File: src/rtl/bus_pkg.sv
// rtl/bus_pkg.sv - shared bus-cycle state, transfer record and constants
package bus_pkg;

    typedef enum logic [5:0] {
        IDLE = 6'b000001,
        T1   = 6'b000010,
        T2   = 6'b000100,
        T3   = 6'b001000,
        TW   = 6'b010000,
        T4   = 6'b100000
    } bus_state_t;

    typedef struct packed {
        logic [19:0] addr;
        logic [7:0]  wdata;
        logic        wr;
        logic        iom;
        logic        id;
    } xfer_t;

    localparam logic [7:0] TIMEOUT_DATA = 8'hFF;

endpackage

File: src/rtl/rr_arbiter2.sv
// rtl/rr_arbiter2.sv - two-way round-robin grant with registered priority pointer
module rr_arbiter2 (
    input  logic       CLK,
    input  logic       RESET,
    input  logic [1:0] req,
    input  logic       update,
    output logic       gid,
    output logic       any
);

    logic ptr;

    always_comb begin
        any = |req;
        gid = req[ptr] ? ptr : ~ptr;
    end

    // Once a grant is taken, priority passes to the other requester
    always_ff @(posedge CLK) begin
        if (RESET) begin
            ptr <= 1'b0;
        end else if (update && any) begin
            ptr <= ~gid;
        end
    end

endmodule

File: src/rtl/bus_cycle_arbiter.sv
// rtl/bus_cycle_arbiter.sv - two-requester arbiter driving 8086-style T1..T4 bus cycles
module bus_cycle_arbiter
    import bus_pkg::*;
#(
    parameter int NREQ     = 2,
    parameter int MAX_WAIT = 8
) (
    input  logic                  CLK,
    input  logic                  RESET,
    input  logic [NREQ-1:0]       req,
    input  logic [NREQ-1:0]       req_wr,
    input  logic [NREQ-1:0]       req_iom,
    input  logic [NREQ-1:0][19:0] req_addr,
    input  logic [NREQ-1:0][7:0]  req_wdata,
    output logic [NREQ-1:0]       ack,
    output logic                  err,
    output logic [7:0]            rdata,
    output logic                  ALE,
    output logic                  RD,
    output logic                  WR,
    output logic                  IOM,
    output logic [19:0]           Address,
    output logic [7:0]            Data_out,
    output logic                  DEN,
    input  logic [7:0]            Data_in,
    input  logic                  READY
);

    bus_state_t state_q, state_d;
    xfer_t      xfer_q;
    logic [3:0] wait_cnt;
    logic       timeout_q;

    logic [1:0] arb_req;
    logic [1:0] done_mask;
    logic       arb_point;
    logic       arb_gid;
    logic       arb_any;
    logic       strobe;

    // The requester acknowledged in T4 is masked so a held req cannot win back-to-back
    always_comb begin
        done_mask = '0;
        if (state_q == T4) begin
            done_mask[xfer_q.id] = 1'b1;
        end
        arb_req   = req & ~done_mask;
        arb_point = (state_q == IDLE) || (state_q == T4);
    end

    rr_arbiter2 u_arb (
        .CLK    (CLK),
        .RESET  (RESET),
        .req    (arb_req),
        .update (arb_point),
        .gid    (arb_gid),
        .any    (arb_any)
    );

    always_comb begin
        state_d = state_q;
        case (state_q)
            IDLE:    if (arb_any) state_d = T1;
            T1:      state_d = T2;
            T2:      state_d = T3;
            T3:      state_d = READY ? T4 : TW;
            TW:      if (READY || (wait_cnt == 4'(MAX_WAIT))) state_d = T4;
            T4:      state_d = arb_any ? T1 : IDLE;
            default: state_d = IDLE;
        endcase
    end

    always_ff @(posedge CLK) begin
        if (RESET) begin
            state_q   <= IDLE;
            xfer_q    <= '0;
            wait_cnt  <= '0;
            timeout_q <= 1'b0;
            rdata     <= '0;
            Data_out  <= '0;
        end else begin
            state_q <= state_d;
            if (arb_point && arb_any) begin
                xfer_q.addr  <= req_addr[arb_gid];
                xfer_q.wdata <= req_wdata[arb_gid];
                xfer_q.wr    <= req_wr[arb_gid];
                xfer_q.iom   <= req_iom[arb_gid];
                xfer_q.id    <= arb_gid;
            end
            if ((state_q == T1) && xfer_q.wr) begin
                Data_out <= xfer_q.wdata;
            end
            case (state_q)
                T3: begin
                    if (READY) begin
                        if (!xfer_q.wr) rdata <= Data_in;
                    end else begin
                        wait_cnt <= 4'd1;
                    end
                end
                TW: begin
                    if (READY) begin
                        if (!xfer_q.wr) rdata <= Data_in;
                    end else if (wait_cnt == 4'(MAX_WAIT)) begin
                        timeout_q <= 1'b1;
                        rdata     <= TIMEOUT_DATA;
                    end else begin
                        wait_cnt <= wait_cnt + 4'd1;
                    end
                end
                T4: begin
                    timeout_q <= 1'b0;
                    wait_cnt  <= '0;
                end
                default: ;
            endcase
        end
    end

    // Pins decode from state; address/IOM/data hold in their registers between cycles
    always_comb begin
        strobe  = (state_q == T2) || (state_q == T3) || (state_q == TW);
        ALE     = (state_q == T1);
        RD      = ~(strobe && !xfer_q.wr);
        WR      = ~(strobe && xfer_q.wr);
        DEN     = xfer_q.wr && (strobe || (state_q == T4));
        IOM     = xfer_q.iom;
        Address = xfer_q.addr;
        ack     = '0;
        if (state_q == T4) begin
            ack[xfer_q.id] = 1'b1;
        end
        err = (state_q == T4) && timeout_q;
    end

endmodule

File: config.mk
export PLATFORM = sky130hd
export DESIGN_NAME = bus_cycle_arbiter
export DESIGN_NICKNAME = d
export VERILOG_FILES = /design/src/rtl/bus_pkg.sv /design/src/rtl/rr_arbiter2.sv /design/src/rtl/bus_cycle_arbiter.sv
export SDC_FILE = /design/constraint.sdc
export NUM_CORES = 1
export LEC_CHECK = 0
export BUFFER_PORTS_ARGS = -buffer_cell sky130_fd_sc_hd__buf_2
export CAP_MARGIN = 20
export CORE_UTILIZATION = 53
export CTS_CLUSTER_DIAMETER = 120
export DETAILED_ROUTE_END_ITERATION = 10
export PLACE_DENSITY = 0.82
export SLEW_MARGIN = 20
export SYNTH_ARGS = -nofsm -noshare
export SYNTH_HDL_FRONTEND = slang
export SYNTH_SLANG_ARGS = --single-unit
File: constraint.sdc
create_clock -name CLK -period 3 [get_ports CLK]
set_input_delay 0.15 -clock CLK [delete_from_list [all_inputs] [get_ports CLK]]
set_output_delay 0.15 -clock CLK [all_outputs]
set_load 0.02 [all_outputs]
# Word level (Yosys, flattened, before mapping)
# Index checks and enable logic that the tools add are counted.
[classes]
order_cmp = 4
mux = 31
div = 0
n_mul = 0
addsub = 1
eq_ne = 15
reduce_logical = 21
shifts = 0
bitwise = 6
[op_table]
columns = ["operator", "n"]
rows = [
  ["two-way mux 8 bit", 6],
  ["two-way mux 20 bit", 2],
  ["one-hot mux 6 bit (6 select lines)", 1],
  ["two-way mux 6 bit", 3],
  ["one-hot mux 8 bit (2 select lines)", 1],
  ["inequality test 2 bit (second input constant)", 7],
  ["two-way mux 4 bit", 3],
  ["one-hot mux 4 bit (3 select lines)", 1],
  ["two-way mux 1 bit", 10],
  ["logical AND 1 bit", 7],
  ["== test 6 x 1 -> 1 bit (second input constant)", 1],
  ["== test 6 x 2 -> 1 bit (second input constant)", 1],
  ["== test 6 x 3 -> 1 bit (second input constant)", 1],
  ["== test 6 x 4 -> 1 bit (second input constant)", 1],
  ["== test 6 x 5 -> 1 bit (second input constant)", 1],
  ["== test 6 bit (second input constant)", 1],
  ["< comparator 1 x 2 -> 1 bit (second input constant)", 3],
  ["AND reduction 3 bit", 2],
  ["logical OR 1 bit", 5],
  ["adder 4 x 1 -> 4 bit (second input constant)", 1],
  ["== test 4 bit (second input constant)", 1],
  ["two-way mux 2 bit", 2],
  ["inverter 1 bit", 4],
  ["AND reduction 4 bit", 1],
  ["11 further kinds", 12],
]
[totals]
latchBits = 0
n_memories = 0
mem_bits_rw = 0
input_bits = 73
reg_bits = 59
mem_bits_ro = 0
elab_cells = 89

# Longest topological paths before layout
[logic_depth]
ltp_word = 12
depth_mapped = 8
mapped_depth_nobuf = 6

# Modules after synthesis
# Synthesis repeated with hierarchy kept, for this count alone.
[hier_totals]
cells_unflattened = 307
hier_area_um2 = 3005.4
[by_module_without_submodules]
columns = ["module", "cells_per_inst", "seq_area_each_um2", "area_each_um2", "n_inst"]
rows = [
  ["bus_cycle_arbiter", 300, 1161.1, 2939.1, 1],
  ["rr_arbiter2", 7, 20.0, 66.3, 1],
]

# Worst setup path before layout
# OpenSTA, ideal clock, no wires.
[synth_path]
path_type = "register to register"
from = "register state_q[3]"
to = "register rdata[2]"
stages_incl_launch_ff = 8
setup_time_ps = 74
t_arrival_ps = 2002
path_slack_ps = 924
path_cell_list = "dfxtp_1 > buf_4 > or4b_4 > or4_4 > buf_6 > buf_6 > a21bo_1 > a31oi_1"
[synth_between]
elab_chain_len = 3
[synth_lines]
columns = ["item", "line_no", "text"]
rows = [
  ["from (decl)", "bus_cycle_arbiter.sv:29", "bus_state_t state_q, state_d;"],
  ["from (signal assigned)", "bus_cycle_arbiter.sv:82", "state_q <= state_d;"],
  ["== test 6 x 5 -> 1 bit or == test 6 x 4 -> 1 bit (tied branches)", "bus_cycle_arbiter.sv:93", "case (state_q)"],
  ["inequality test 3 bit (no source line) (tied with other cells)", "n/a", ""],
  ["AND reduction 3 bit (no source line)", "n/a", ""],
  ["to (signal assigned)", "bus_cycle_arbiter.sv:96", "if (!xfer_q.wr) rdata <= Data_in;"],
  ["to (signal assigned)", "bus_cycle_arbiter.sv:103", "if (!xfer_q.wr) rdata <= Data_in;"],
  ["to (decl)", "bus_cycle_arbiter.sv:17", "output logic [7:0] rdata,"],
]
# Parallel ways exist; a longest one is shown, timed or not.
# A chain may end at the register's enable or synchronous reset.

# Final worst setup path
[layout_path]
from = "register state_q[0]"
to = "output RD"
[layout_between]
elab_chain_len = 5
[layout_lines]
columns = ["item", "line_no", "text"]
rows = [
  ["== test 6 x 3 -> 1 bit or == test 6 x 4 -> 1 bit (tied branches)", "bus_cycle_arbiter.sv:122", "strobe = (state_q == T2) || (state_q == T3) || (state_q == TW);"],
  ["logical OR 1 bit", "bus_cycle_arbiter.sv:122", ""],
  ["logical OR 1 bit (*)", "bus_cycle_arbiter.sv:122", ""],
  ["logical AND 1 bit (*)", "bus_cycle_arbiter.sv:124", "RD = ~(strobe && !xfer_q.wr);"],
  ["inverter 1 bit (*)", "bus_cycle_arbiter.sv:124", ""],
  ["to (decl)", "bus_cycle_arbiter.sv:19", "output logic RD,"],
]
# Every way passes the cells marked *; elsewhere a longest branch is shown, timed or not.

==> impl_metrics.env <==
export IMPL_path_max_fanout=17
export IMPL_grt_max_degree=57
export IMPL_rsz0062_at_grt="false"
export IMPL_status="finished clean"
export IMPL_cts_repair_resized=0
export IMPL_busiest_layer="met2"
export IMPL_synth_edf_count=0
export IMPL_grt_overflow=0
export IMPL_grt_pass1_wl_mm=16.1
export IMPL_first_pass_iters=5
export IMPL_finalSetupTns_ns=0
export IMPL_synth_yosys_warnings=0
export IMPL_worst_r2r_startpoint="state_q[3]"
export IMPL_clock_fmax_ghz=0.411
export IMPL_hold_ws_ns=0.194
export IMPL_r2r_cells=4
export IMPL_antenna_found_initial=0
export IMPL_crit_cells=6
export IMPL_cp_slowest_cell="nor3_2"
export IMPL_max_slew_margin_rel=0.509
export IMPL_p_leak_uw=0.00213
export IMPL_core_mm2=0.00729
export IMPL_clkLatencyLatePin_ns=0.33
export IMPL_synth_simple_gate_area_frac=0.299
export IMPL_finalInstanceArea_mm2=0.00458
export IMPL_synth_cell_types=45
export IMPL_critPathTopFamily="simple AND/OR/NAND/NOR gates"
export IMPL_synthArstFlopShare=0
export IMPL_powerDensity_mw_per_mm2=517
export IMPL_dp_worst_setup_slack_ns=0.686
export IMPL_crit_start="state_q[0]"
export IMPL_start_util=0.553
export IMPL_wirelength_mm=10.4
export IMPL_route_vias_total=4068
export IMPL_critPathLaunchType="register"
export IMPL_grt_use_met2=0.432
export IMPL_grt_use_met1=0.325
export IMPL_max_stage_delay_ns=0.45
export IMPL_synthCells=512
export IMPL_area_growth_pct=13.6
export IMPL_dpl_cell_area_mm2=0.00443
export IMPL_critPathKind="reg2out"
export IMPL_skew_ns=0.00366
export IMPL_synthXorXnorAreaFrac=0.00435
export IMPL_cap_viol_max_count=0
export IMPL_cts_root_buffer="clkbuf_8"
export IMPL_syn_num_nets=587
export IMPL_ys_flop_type="dfxtp_1"
export IMPL_diodes=0
export IMPL_vias_per_cell=6.02
export IMPL_yosys_register_bits=59
export IMPL_ios=117
export IMPL_clockBufferDepth=2
export IMPL_post_cts_buffers=0
export IMPL_path_cells="nor3_2, buf_4, nand3_1, nor2b_1, or2_2, buf_2"
export IMPL_clock_sinks=59
export IMPL_hpwlAfterDp_mm=7.10
export IMPL_nets=650
export IMPL_min_period_ns=2.43
export IMPL_final_core_util=0.628
export IMPL_synthMuxAreaShare=0.0323
export IMPL_routabilityCongestion=0.873
export IMPL_final_max_slew_viol_count=0
export IMPL_syn_avg_cell_area_um2=7.87
export IMPL_tightest_slew_ns=0.729
export IMPL_endpoint="RD"
export IMPL_die_y_um=89.2
export IMPL_path_buf_inv=2
export IMPL_die_x_um=89.2
export IMPL_peakVddDrop_mv=0.265
export IMPL_htreeDepth=3
export IMPL_grt_pass1_vias=3542
export IMPL_grt_util_met3=0.0757
export IMPL_required_ns=2.85
export IMPL_port_buffers=116
export IMPL_routedWlPerCell_um=15.5
export IMPL_arrival_ns=2.28
export IMPL_route_detailed_drc=0
export IMPL_synth_compound_area_share=0.254
export IMPL_synth_top_family_by_area="simple AND/OR/NAND/NOR gates"
export IMPL_holdBufCountCts=0
export IMPL_tritoncts="done"
export IMPL_grt_usage=0.262
export IMPL_r2r_slack_ns=0.63
export IMPL_setup_viol=0
export IMPL_rows=31
export IMPL_ant_nets=0
export IMPL_timing_final_ws_setup_ns=0.570
export IMPL_yosysSeqAreaShare=0.293
export IMPL_crit_path_end_kind="output pin"
export IMPL_r2r_end="Address[9]"
export IMPL_drive_gt1_frac=0.310
export IMPL_timing_final_crit_share=0.810
export IMPL_numCtsBuffers=9
export IMPL_synthAdderAreaFrac=0.00869
export IMPL_hold_viol_final=0
export IMPL_hp_class="in2reg"
export IMPL_path_clk_slew_ns=0.06
export IMPL_syn_area_mm2=0.00403
export IMPL_design_die_area_mm2=0.00796
export IMPL_drt_iter0_markers=204
## how the worst min path moves through the flow
stage / startpoint / end / slack (ns) / cells past startpoint
after floorplan: READY / state_q[5] / 0.29 / 2
after global placement: Address[5] / Address[5] / 0.45 / 2
after detailed placement: Address[5] / Address[5] / 0.46 / 2
after CTS: READY / state_q[5] / 0.18 / 3
after global routing: Data_in[5] / rdata[5] / 0.19 / 3
final: Data_in[0] / rdata[0] / 0.19 / 3
## worst register-to-register path: cells and delay by family, from the launching register on
family             cells  cell delay, ns
and+or+nand+nor        2            0.93
AOI/OAI and AO/OA      2            0.89
DFF                    1            0.40
## metal layers
layer / up-vias / wire [um] / share of wire
li1: 1986 / - / -
met1: 1908 / 4540 / 0.43
met2: 159 / 5040 / 0.48
met3: 15 / 718 / 0.069
met4: 0 / 148 / 0.014
met5: - / 0 / 0
## state kept, by name, indices dropped and copies added (netlist names)
signal     flops
timeout_q      1
rdata          8
Address       20
Data_out       8
wait_cnt       4
u_arb.ptr      1
IOM            1
xfer_q        10
state_q        6
## through the flow
stage	instances	total power, uW
6_report	676	2370
5_1_grt	676	2490
4_1_cts	676	2370
3_5_place_dp	663	1780
3_3_place_gp	663	1760
2_1_floorplan	512	1610
## power breakdown
group | switching [uW] | internal, uW | total (uW)
clock network | 283 | 309 | 592
registers | 78.8 | 873 | 952
logic | 482 | 343 | 825
total | 844 | 1530 | 2370
## cell usage in the layout (no fill, tap or decap), drive strengths merged, types with 2 or more instances in the layout
master    n
o22ai    31
nand3b    3
or2       2
or3       2
nor3b     3
nand3    16
a21oi     6
or4b      2
nor3      2
a21bo     8
nor2b     3
and3     33
buf     129
dfxtp    59
o21ai     2
or4       4
and3b    31
nor4      2
nand2    98
ha        2
mux2i    13
nand2b    2
a211oi    2
clkbuf   13
nor2     18
and2      2
o221a    31
o211ai   31
inv       7
a31oi     9
## area by class of cell
cell class | instances | area [um2]
fill | 684 | 2710
inverter | 7 | 26.3
multi-input combinational | 369 | 2420
timing repair buffer | 129 | 678
tap | 99 | 124
clock buffer | 13 | 149
sequential | 59 | 1180
## logic make-up after synthesis
kind of cell,Yosys count
buffers and inverters,84
multiplexers,13
AO/OA/AOI/OAI,126
XOR/XNOR,2
AND/OR/NAND/NOR,225
flip-flops,59
adder cells (fa/ha/maj),3
## cells in the mapped netlist, drive strengths merged (6+ instances only)
cell type	n	area, um2
nand3	16	80.1
a21oi	6	30.0
nor2	18	67.6
dfxtp	59	1180
buf	32	244
o221a	31	349
a21bo	8	80.1
o211ai	31	233
and3	33	206
inv	7	26.3
mux2i	13	130
clkbuf	45	169
nand2	98	368
a31oi	9	56.3
and3b	31	272
o22ai	31	194
Note: power is estimated with default switching activity, not from simulation.
